`config.mk`:
```
export PLATFORM = sky130hd
export DESIGN_NAME = universal_shift_latch
export DESIGN_NICKNAME = d
export VERILOG_FILES = /design/src/rtl/universal_shift_latch.sv
export SDC_FILE = /design/constraint.sdc
export NUM_CORES = 1
export LEC_CHECK = 0
export BUFFER_PORTS_ARGS = -buffer_cell sky130_fd_sc_hd__buf_2
export CAP_MARGIN = 0
export CORE_UTILIZATION = 43
export CTS_CLUSTER_SIZE = 16
export DETAILED_ROUTE_END_ITERATION = 10
export MAX_ROUTING_LAYER = met4
export PLACE_DENSITY = 0.79
export SETUP_SLACK_MARGIN = 0.05
export SYNTH_ARGS = -nofsm -noshare
export SYNTH_HDL_FRONTEND = slang
export SYNTH_SLANG_ARGS = --single-unit
```
`constraint.sdc`:
```
create_clock -name clk -period 1.1 [get_ports clk]
set_input_delay 0.22 -clock clk [delete_from_list [all_inputs] [get_ports clk]]
set_output_delay 0.22 -clock clk [all_outputs]
set_load 0.01 [all_outputs]
```
`src/rtl/universal_shift_latch.sv`:
```
// universal_shift_latch
// WIDTH-bit register with a per-cycle operation chosen by mode:
//   hold, parallel load, serial shift left/right, rotate left/right, clear.
// Consecutive serial shifts (SHL/SHR, freely interleaved) are counted.
// Every WIDTH-th consecutive serial shift raises frame_done for one cycle,
// which marks that q holds a word assembled entirely from ser_in.
// Optional feature: define USL_PARITY_EN to add q_par, the registered
// even-parity bit of q.
// Reset is asynchronous and active-low (rst_n).

module universal_shift_latch #(
    parameter int WIDTH = 8,
    localparam int CNT_W = $clog2(WIDTH + 1)
) (
    input  logic             clk,
    input  logic             rst_n,
    input  logic [2:0]       mode,
    input  logic [WIDTH-1:0] d,
    input  logic             ser_in,
    output logic [WIDTH-1:0] q,
    output logic             ser_out,
    output logic             frame_done
`ifdef USL_PARITY_EN
    ,
    output logic             q_par
`endif
);

    // Operation encoding; 7 is reserved and treated as HOLD.
    localparam logic [2:0] MODE_HOLD = 3'd0;
    localparam logic [2:0] MODE_LOAD = 3'd1;
    localparam logic [2:0] MODE_SHL  = 3'd2;
    localparam logic [2:0] MODE_SHR  = 3'd3;
    localparam logic [2:0] MODE_ROL  = 3'd4;
    localparam logic [2:0] MODE_ROR  = 3'd5;
    localparam logic [2:0] MODE_CLR  = 3'd6;

    localparam logic [CNT_W-1:0] CNT_FULL = CNT_W'(WIDTH);
    localparam logic [CNT_W-1:0] CNT_ONE  = CNT_W'(1);

    logic [WIDTH-1:0] data_q, data_d;
    logic             ser_out_q, ser_out_d;
    logic [CNT_W-1:0] cnt_q, cnt_d;
    logic             frame_q, frame_d;
    logic [CNT_W-1:0] cnt_inc;
    logic             is_serial;

    assign is_serial = (mode == MODE_SHL) || (mode == MODE_SHR);
    assign cnt_inc   = cnt_q + CNT_ONE;

    // Next data word and serial-out bit for the selected operation.
    always_comb begin
        data_d    = data_q;
        ser_out_d = ser_out_q;
        case (mode)
            MODE_LOAD: data_d = d;
            MODE_SHL: begin
                data_d    = {data_q[WIDTH-2:0], ser_in};
                ser_out_d = data_q[WIDTH-1];
            end
            MODE_SHR: begin
                data_d    = {ser_in, data_q[WIDTH-1:1]};
                ser_out_d = data_q[0];
            end
            MODE_ROL: begin
                data_d    = {data_q[WIDTH-2:0], data_q[WIDTH-1]};
                ser_out_d = data_q[WIDTH-1];
            end
            MODE_ROR: begin
                data_d    = {data_q[0], data_q[WIDTH-1:1]};
                ser_out_d = data_q[0];
            end
            MODE_CLR:  data_d = '0;
            MODE_HOLD: data_d = data_q;
            default:   data_d = data_q;
        endcase
    end

    // Frame counter: serial shifts advance it, anything else restarts the frame.
    // Reaching WIDTH wraps to zero on the same edge so the count never
    // exceeds WIDTH-1 between edges, and fires the one-cycle frame pulse.
    always_comb begin
        cnt_d   = '0;
        frame_d = 1'b0;
        if (is_serial) begin
            if (cnt_inc == CNT_FULL) begin
                cnt_d   = '0;
                frame_d = 1'b1;
            end else begin
                cnt_d   = cnt_inc;
            end
        end
    end

    // State registers with asynchronous clear.
    always_ff @(posedge clk or negedge rst_n) begin
        if (!rst_n) begin
            data_q    <= '0;
            ser_out_q <= 1'b0;
            cnt_q     <= '0;
            frame_q   <= 1'b0;
        end else begin
            data_q    <= data_d;
            ser_out_q <= ser_out_d;
            cnt_q     <= cnt_d;
            frame_q   <= frame_d;
        end
    end

    assign q          = data_q;
    assign ser_out    = ser_out_q;
    assign frame_done = frame_q;

`ifdef USL_PARITY_EN
    logic par_q;

    // Parity tracks the word being written so it lines up with q.
    always_ff @(posedge clk or negedge rst_n) begin
        if (!rst_n) begin
            par_q <= 1'b0;
        end else begin
            par_q <= ^data_d;
        end
    end

    assign q_par = par_q;
`endif

endmodule

```
==> results.yml, run 1 <==
worst_setup_path:
  r2r_slack_ps: -50
  reg2regPathDepth: 4
  r2r_end: "q[7]"
  path_buf_inv: 2
  cp-start-kind: "flip-flop"
  r2r-start: "q[0]"
  path_cells: "buf_6 -> buf_6"
  cp_common_cell: "buf_6"
  crit_family: "flip-flops"
  critPathKind: "reg -> out"
  slowest_delay_ps: 450
  path_max_fanout: 4
  cp_slowest_cell: "dfrtp_2"
  arrival_ps: 960
  cp-end-kind: "output port"
  crit_required_ps: 880
synthesis:
  synthMuxAreaShare_pct: 17.0
  synthSimpleGateAreaFrac_pct: 17.2
  yosysMostFrequentCell: "nand2_1"
  synth-main-ff-cell: "dfrtp_1"
  synth_top_area_share_pct: 33.7
  ys_async_sr_fraction_pct: 100
  synth.avg_cell_area_sq_um: 9.19
  syn-cell-area_sq_mm: 0.00104
  yosysSeqAreaShare_pct: 33.7
  synth_xor_area_share_pct: 2.53
  synth_edf_count: 0
  netlist_instances: 113
  synth.distinct_cells: 34
  synth_compound_area_share_pct: 18.1
  synth-adder-area-share_pct: 1.20
  yosys.area.top_type: "dfrtp_1"
  synth_top_family_by_area: "compound AO/OA/AOI/OAI gates"
  syn_nets: 128
  yosys-top-cells-count: "nand2_1, dfrtp_1, a21oi_1"
  synth_area_leaders: "dfrtp_1, mux2i_1, mux2_4"
  synth-seq-cells: 14
  yosysWarnings: 0
floorplan:
  dieArea_sq_mm: 0.00262
  ios: 24
  die_y_microns: 51.1
  design.core.area_sq_mm: 0.00225
  die_w_microns: 51.1
  rows: 17
  floorplan.initialDensity_pct: 46.1
timing:
  finalSetupViolCount: 7
  setup_ws_ps: -82.2
  timing.final.crit_period_ps: 1180
  fmax_mhz: 846
  hold_viol_final: 0
  finClkSkew_ps: 6.61
  period_share_pct: 107
  rsz0062_at_grt: "true"
  relSlewSlack_pct: 77.9
  worstMarginPinSlew_ps: 331
  drv_slew: 0
final_layout:
  instances_no_fill: 185
  fillerInstances: 174
  multi_input_comb_area_sq_um: 653
  regArea_sq_um: 357
  nNetsFinal: 173
  n_antenna_cell: 0
  final_area_sq_mm: 0.00145
  area_growth_pct: 39.8
  drive_gt1_share_pct: 51.6
cts:
  clk_latency_ps: 280
  clkTransAtPathRegs_ps: 90
  clockBufferDepth: 2
  cts.sinks: 14
  htreeDepth: 1
  cts-root-buf: "clkbuf_4"
  cts_inserted_buffers: 3
  cts_tree: "yes"
pwr:
  p_leak_nw: 0.673
  ir_worst_vdd_v: 0.000585
  power_density_mw_per_mm2: 1080
placement:
  place_inst: 176
  dp_hpwl_mm: 1.81
  io_buffers: 23
  placed_cell_area_sq_mm: 0.00127
  gp_congestion: 0.851
outcome:
  status: "finished with violations"
  failed_checks: "negative setup slack"
global_routing:
  grt_pass1_wl_mm: 4.40
  grt_pass1_vias: 1017
  antenna_found_initial: 0
  track_usage_pct: 23.4
  grt_max_degree: 15
  grt_overflow_total: 0
route:
  avgRoutedWirePerCell_microns: 14.4
  drtIter0Drc: 28
  postRouteAntennaNets: 0
  drc: 0
  viasPerCell: 5.42
  firstDrtPassIters: 4
  drt-total-wl_mm: 2.66
  vias: 1002
flow_run:
  maxCapViolCount: 0
hold_path:
  whs_endpoint: "q[0]"
  min_path_cells: 2
  hold_path_class: "in -> reg"
  holdCritStartpoint: "mode[2]"
-- how the worst max path moves through the flow --
stage               slack [ps]  cells past startpoint    start  endpoint
finish                     -80                      2     q[1]      q[1]
global route              -110                      2     q[1]      q[1]
CTS                        -70                      2     q[1]      q[1]
detailed placement        -130                      6  mode[0]      q[3]
global placement          -100                      6  mode[0]      q[5]
floorplan                   30                      4     q[1]      q[2]
-- power by group --
| group | switching, W | internal (W) |
|---|---|---|
| clock | 0.000174 | 0.000201 |
| sequential | 0.0000760 | 0.000571 |
| combinational | 0.000249 | 0.000303 |
-- metrics by stage --
step	power, W	setup slack [ps]	TNS (ps)	hold WS, ps	util [%]
after floorplan	0.000924	25.3	0	-75.6	-
after global placement	0.00108	-96.9	-621	134	56.4
after detailed placement	0.00110	-132	-946	139	56.4
after CTS	0.00153	-73.3	-137	240	61.4
after global routing	0.00167	-112	-719	266	64.4
final	0.00157	-82.2	-220	262	64.4
-- timing repair --
item                                   4_1_cts  5_1_grt
resized for setup                           12       15
pin swaps                                    6        4
gates cloned                                 0        0
endpoints found under the hold margin       14        0
buffers inserted                             2        2
hold buffers                                 1        0
setup endpoints to repair                   16       22
-- cell usage in the layout, fill, tap and decap left out, types with 2 or more instances in the layout --
cell type,instances
nand4_1,4
buf_4,19
buf_6,6
nand2_1,10
o21bai_1,6
inv_2,2
buf_12,2
dfrtp_2,5
mux2i_1,9
nor2_1,12
xnor2_1,2
a21oi_2,7
nand2_2,6
mux2_4,6
dfrtp_1,9
buf_2,19
a21oi_1,6
clkbuf_4,3
a311oi_1,2
-- cell type report --
cell class	count	share of cell area [%]
inverter	4	1.03
sequential	14	24.6
timing repair buffer	47	24.5
tap	28	2.41
multi-input combinational	88	45.0
clock buffer	4	2.50
-- registers in the layout, summed over array words and instances, names as in the netlist --
signal	flops
frame_done	1
q	8
ser_out	1
cnt_q	4
-- kinds of logic after synthesis --
family / count (synthesis)
simple gates: 39
xor+xnor: 3
flops: 14
compound gates: 30
mux: 15
buf+inv: 11
fa+ha+maj: 1
-- per-layer routing --
layer / track usage (%) / part of all wire [%]
met5: - / 0
met4: 10.2 / 2.0
met2: 38.4 / 51
met1: 28.3 / 44
met3: 3.57 / 3.3
Note: power is estimated with default switching activity, not from simulation.
==> run 2: changes to the inputs <==
--- a/config.mk
+++ b/config.mk
@@ -7,11 +7,12 @@
 export LEC_CHECK = 0
 export BUFFER_PORTS_ARGS = -buffer_cell sky130_fd_sc_hd__buf_2
 export CAP_MARGIN = 0
-export CORE_UTILIZATION = 43
+export CORE_UTILIZATION = 47
 export CTS_CLUSTER_SIZE = 16
 export DETAILED_ROUTE_END_ITERATION = 10
 export MAX_ROUTING_LAYER = met4
-export PLACE_DENSITY = 0.79
+export PLACE_DENSITY = 0.84
+export REMOVE_ABC_BUFFERS = 1
 export SETUP_SLACK_MARGIN = 0.05
 export SYNTH_ARGS = -nofsm -noshare
 export SYNTH_HDL_FRONTEND = slang
==> run 2 against run 1 <==
Against the previous run:
- the flow still finishes with violations (negative setup slack)
- count of clock-buffer cells in the layout unchanged
- cell count up 5.4%
- first-iteration DRC count up 140%
- global-route usage up 8.1 points
- routed wire length up 45%
- total power up 12%
- register-to-register slack worse by 120 ps
- sequential cell count unchanged
- critical path depth up 3
- sequential share of layout area down 1.9 points
==> results.yml, run 2 (synthesized netlist as in run 1, its figures left out) <==
route:
  postRouteAntennaNets: 0
  avgRoutedWirePerCell_microns: 19.8
  viasPerCell: 6.17
  vias: 1203
  firstDrtPassIters: 5
  drc: 0
  drt-total-wl_mm: 3.86
  drtIter0Drc: 66
cts:
  clkTransAtPathRegs_ps: 90
  cts-root-buf: "clkbuf_4"
  cts.sinks: 14
  cts_tree: "yes"
  clockBufferDepth: 2
  clk_latency_ps: 280
  cts_inserted_buffers: 3
  htreeDepth: 1
timing:
  finClkSkew_ps: 1.34
  holdWs_ps: 305
  finalSetupViolCount: 17
  fmax_mhz: 789
  rsz0062_at_grt: "true"
  relSlewSlack_pct: 76.6
  hold_viol_final: 0
  drv_slew: 0
  setup_ws_ps: -167
  worstMarginPinSlew_ps: 351
  fin_tns_setup_ps: -1270
  timing.final.crit_period_ps: 1270
  period_share_pct: 115
floorplan:
  rows: 16
  die_y_microns: 49.0
  dieArea_sq_mm: 0.00240
  design.core.area_sq_mm: 0.00202
  die_w_microns: 49.0
  floorplan.initialDensity_pct: 51.4
  ios: 24
outcome:
  status: "finished with violations"
  failed_checks: "negative setup slack"
final_layout:
  largest_reg_flops: 8
  final_cell_mix: "buf_4, buf_2, buf_6"
  nNetsFinal: 184
  area_growth_pct: 49.2
  final_area_sq_mm: 0.00155
  n_antenna_cell: 0
  drive_gt1_share_pct: 51.2
  final_common_cell: "buf_4"
pwr:
  p_leak_nw: 0.745
  power_density_mw_per_mm2: 1130
  ir_worst_vdd_v: 0.000898
placement:
  placed_cell_area_sq_mm: 0.00129
  gp_congestion: 0.841
  dp_hpwl_mm: 1.99
  pre_cts_slack_ps: -167
  io_buffers: 23
global_routing:
  antenna_found_initial: 0
  grt_pass1_wl_mm: 5.53
  grt_pass1_vias: 1181
  track_usage_pct: 31.4
  grt_overflow_total: 0
  grt_max_degree: 15
worst_setup_path:
  path_max_fanout: 3
  cp-start-kind: "flip-flop"
  cp-end-kind: "flip-flop"
  arrival_ps: 1440
  critPathKind: "reg -> reg"
  crit_required_ps: 1270
hold_path:
  hold_path_class: "in -> reg"
flow_run:
  maxCapViolCount: 0
==> run 2: where the power goes <==
part	leakage (nW)	switching [W]	total, W	internal (W)
Combinational	0.542	0.000330	0.000737	0.000407
Sequential	0.183	0.0000727	0.000641	0.000568
Clock	0.0210	0.000179	0.000380	0.000202
==> run 2: layer usage <==
metal	track usage [%]	wire, microns
met1	37.0	1450
met4	22.5	229
met5	-	0
met2	48.8	1780
met3	4.67	401
==> run 2: area by class of cell <==
type                       count  area [sq um]
inverter                       4          15.0
timing repair buffer          58           464
sequential                    14           352
tap                           27          33.8
clock buffer                   4          36.3
multi-input combinational     88           648
fill                         110           473
==> run 2: metrics by stage <==
step / utilization [%] / instances / power [W]
6_report: 76.6 / 195 / 0.00176
5_1_grt: 76.6 / 195 / 0.00184
4_1_cts: 74.0 / 192 / 0.00166
3_5_place_dp: 63.7 / 180 / 0.00113
3_3_place_gp: 63.7 / 180 / 0.00110
2_1_floorplan: - / 106 / 0.000861
==> run 2: final timing paths <==
path | start | end | slack (ps) | cells past startpoint
worst min register to register | cnt_q[0] | cnt_q[0] | 610 | 1
min in group asynchronous | rst_n | q[1] | 380 | 2
max in group asynchronous | rst_n | q[7] | 450 | 2
worst max register to register | q[0] | q[1] | -170 | 5
worst max-delay path | q[0] | q[1] | -170 | 5
worst min-delay path | ser_in | q[0] | 310 | 3
==> run 2: critical path, stage by stage, from the launching register on <==
cell      delay, ps
dfrtp_1         440
buf_6           150
mux2_4          280
nand2_2          80
a21oi_2          50
o21bai_1        160
==> run 2: repair_timing <==
| item | 4_1_cts | 5_1_grt |
|---|---|---|
| pin swaps | 10 | 2 |
| setup endpoints to repair | 18 | 22 |
| hold buffers | 1 | 0 |
| gates cloned | 0 | 0 |
| gates resized for setup | 26 | 9 |
| hold endpoints to repair | 14 | 0 |
| setup buffers | 7 | 3 |
==> run 3: changes to the inputs <==
--- a/config.mk
+++ b/config.mk
@@ -5,7 +5,7 @@
 export SDC_FILE = /design/constraint.sdc
 export NUM_CORES = 1
 export LEC_CHECK = 0
-export BUFFER_PORTS_ARGS = -buffer_cell sky130_fd_sc_hd__buf_2
+export BUFFER_PORTS_ARGS = -buffer_cell sky130_fd_sc_hd__clkbuf_2
 export CAP_MARGIN = 0
 export CORE_UTILIZATION = 47
 export CTS_CLUSTER_SIZE = 16
==> run 3 against run 2 <==
Against the previous run:
- the run still ends with negative setup slack left
- worst hold slack lost 51 ps
- clock power grew 5.8%
- sequential share of layout area grew 0.11 points
- critical path type is now in -> reg
- largest power group unchanged
==> results.yml, run 3 (synthesized netlist as in run 1, its figures left out) <==
worst_setup_path:
  critPathKind: "in -> reg"
  cp_slowest_cell: "clkbuf_2"
  path_cells: "clkbuf_2 -> buf_4 -> mux2i_1 -> nor2_1 -> a31oi_1 -> o22ai_1"
  cp-start-kind: "input pin"
  cp-end-kind: "flip-flop"
  arrival_ps: 1410
  crit_required_ps: 1280
  path_max_fanout: 14
  slowest_delay_ps: 330
final_layout:
  drive_gt1_share_pct: 50.6
  nNetsFinal: 184
  final_cell_mix: "buf_4, clkbuf_2, nand2_1, buf_6, dfrtp_1"
  area_growth_pct: 48.4
  final_area_sq_mm: 0.00154
  fillerInstances: 105
  instances_no_fill: 195
  largest_reg_flops: 8
  n_antenna_cell: 0
  final_common_cell: "buf_4"
hold_path:
  hold_path_class: "in -> reg"
timing:
  fmax_mhz: 811
  holdWs_ps: 254
  period_share_pct: 112
  finalSetupViolCount: 15
  drv_slew: 0
  finClkSkew_ps: 2.90
  timing.final.crit_period_ps: 1230
  fin_tns_setup_ps: -1140
  setup_ws_ps: -133
  hold_viol_final: 0
  rsz0062_at_grt: "true"
  worstMarginPinSlew_ps: 399
  relSlewSlack_pct: 73.4
outcome:
  failed_checks: "negative setup slack"
  status: "finished with violations"
route:
  drt-total-wl_mm: 3.80
  postRouteAntennaNets: 0
  vias: 1207
  viasPerCell: 6.19
  avgRoutedWirePerCell_microns: 19.5
  firstDrtPassIters: 4
  drtIter0Drc: 58
  drc: 0
placement:
  place_inst: 182
  gp_congestion: 0.813
  placed_cell_area_sq_mm: 0.00129
  dp_hpwl_mm: 1.88
  io_buffers: 23
cts:
  clockBufferDepth: 2
  cts_tree: "yes"
  cts_inserted_buffers: 3
  htreeDepth: 1
  clkTransAtPathRegs_ps: 100
  clk_latency_ps: 300
  cts-root-buf: "clkbuf_4"
  cts.sinks: 14
floorplan:
  design.core.area_sq_mm: 0.00202
  die_w_microns: 49.0
  rows: 16
  floorplan.initialDensity_pct: 51.4
  die_y_microns: 49.0
  dieArea_sq_mm: 0.00240
  ios: 24
global_routing:
  grt_overflow_total: 0
  grt_pass1_vias: 1077
  grt_max_degree: 15
  grt_pass1_wl_mm: 4.97
  track_usage_pct: 29.0
  antenna_found_initial: 0
pwr:
  ir_worst_vdd_v: 0.000902
  p_leak_nw: 0.736
  power_w: 0.00176
  power_density_mw_per_mm2: 1140
flow_run:
  maxCapViolCount: 0
==> run 3: changes by cell type in the layout (fill, tap and decap cells not counted), sizes merged <==
cell    change
buf        -15
clkbuf     +15
==> run 3: power breakdown <==
part | switching [W] | internal [W]
Clock | 0.000200 | 0.000202
Combinational | 0.000336 | 0.000395
Sequential | 0.0000573 | 0.000567
Total | 0.000593 | 0.00116
==> run 3: cell type report <==
class | instances | area (sq um) | share of cell area, %
Multi-Input combinational cell | 88 | 657 | 42.6
Clock buffer | 4 | 36.3 | 2.35
Sequential cell | 14 | 352 | 22.8
Inverter | 4 | 15.0 | 0.974
Tap cell | 27 | 33.8 | 2.19
Timing Repair Buffer | 58 | 448 | 29.1
==> run 3: final timing paths <==
path | start | to | slack [ps] | cells after the start
max in group asynchronous | rst_n | cnt_q[0] | 420 | 2
min reg2reg | cnt_q[0] | cnt_q[0] | 530 | 1
max | mode[0] | q[0] | -130 | 6
min in group asynchronous | rst_n | q[0] | 380 | 2
min | ser_in | q[0] | 250 | 3
max reg2reg | q[0] | q[0] | -130 | 5
==> run 3: metrics by stage <==
step	setup slack [ps]	util, %
2_1_floorplan	12.7	-
5_1_grt	-213	76.2
3_5_place_dp	-240	63.9
6_report	-133	76.2
4_1_cts	-91.0	71.3
3_3_place_gp	-213	63.9
==> run 3: metal layers <==
layer,global-route usage [%],routed length (microns)
met1,32.4,1440
met2,49.1,1800
met3,4.67,362
met4,16.2,195
met5,-,0
==> run 3: timing repair <==
item	CTS	global route
hold buffers	1	0
endpoints found under the hold margin	14	0
pin swaps	9	0
setup buffers	7	1
gates resized for setup	14	26
setup endpoints to repair	17	21
cloned	0	0
==> run 3: worst max-delay path, delay by kind of cell <==
| kind | cells | cell delay (ps) |
|---|---|---|
| buffers and inverters | 2 | 560 |
| AOI/OAI and AO/OA | 2 | 320 |
| muxes | 1 | 230 |
| and+or+nand+nor | 1 | 80 |
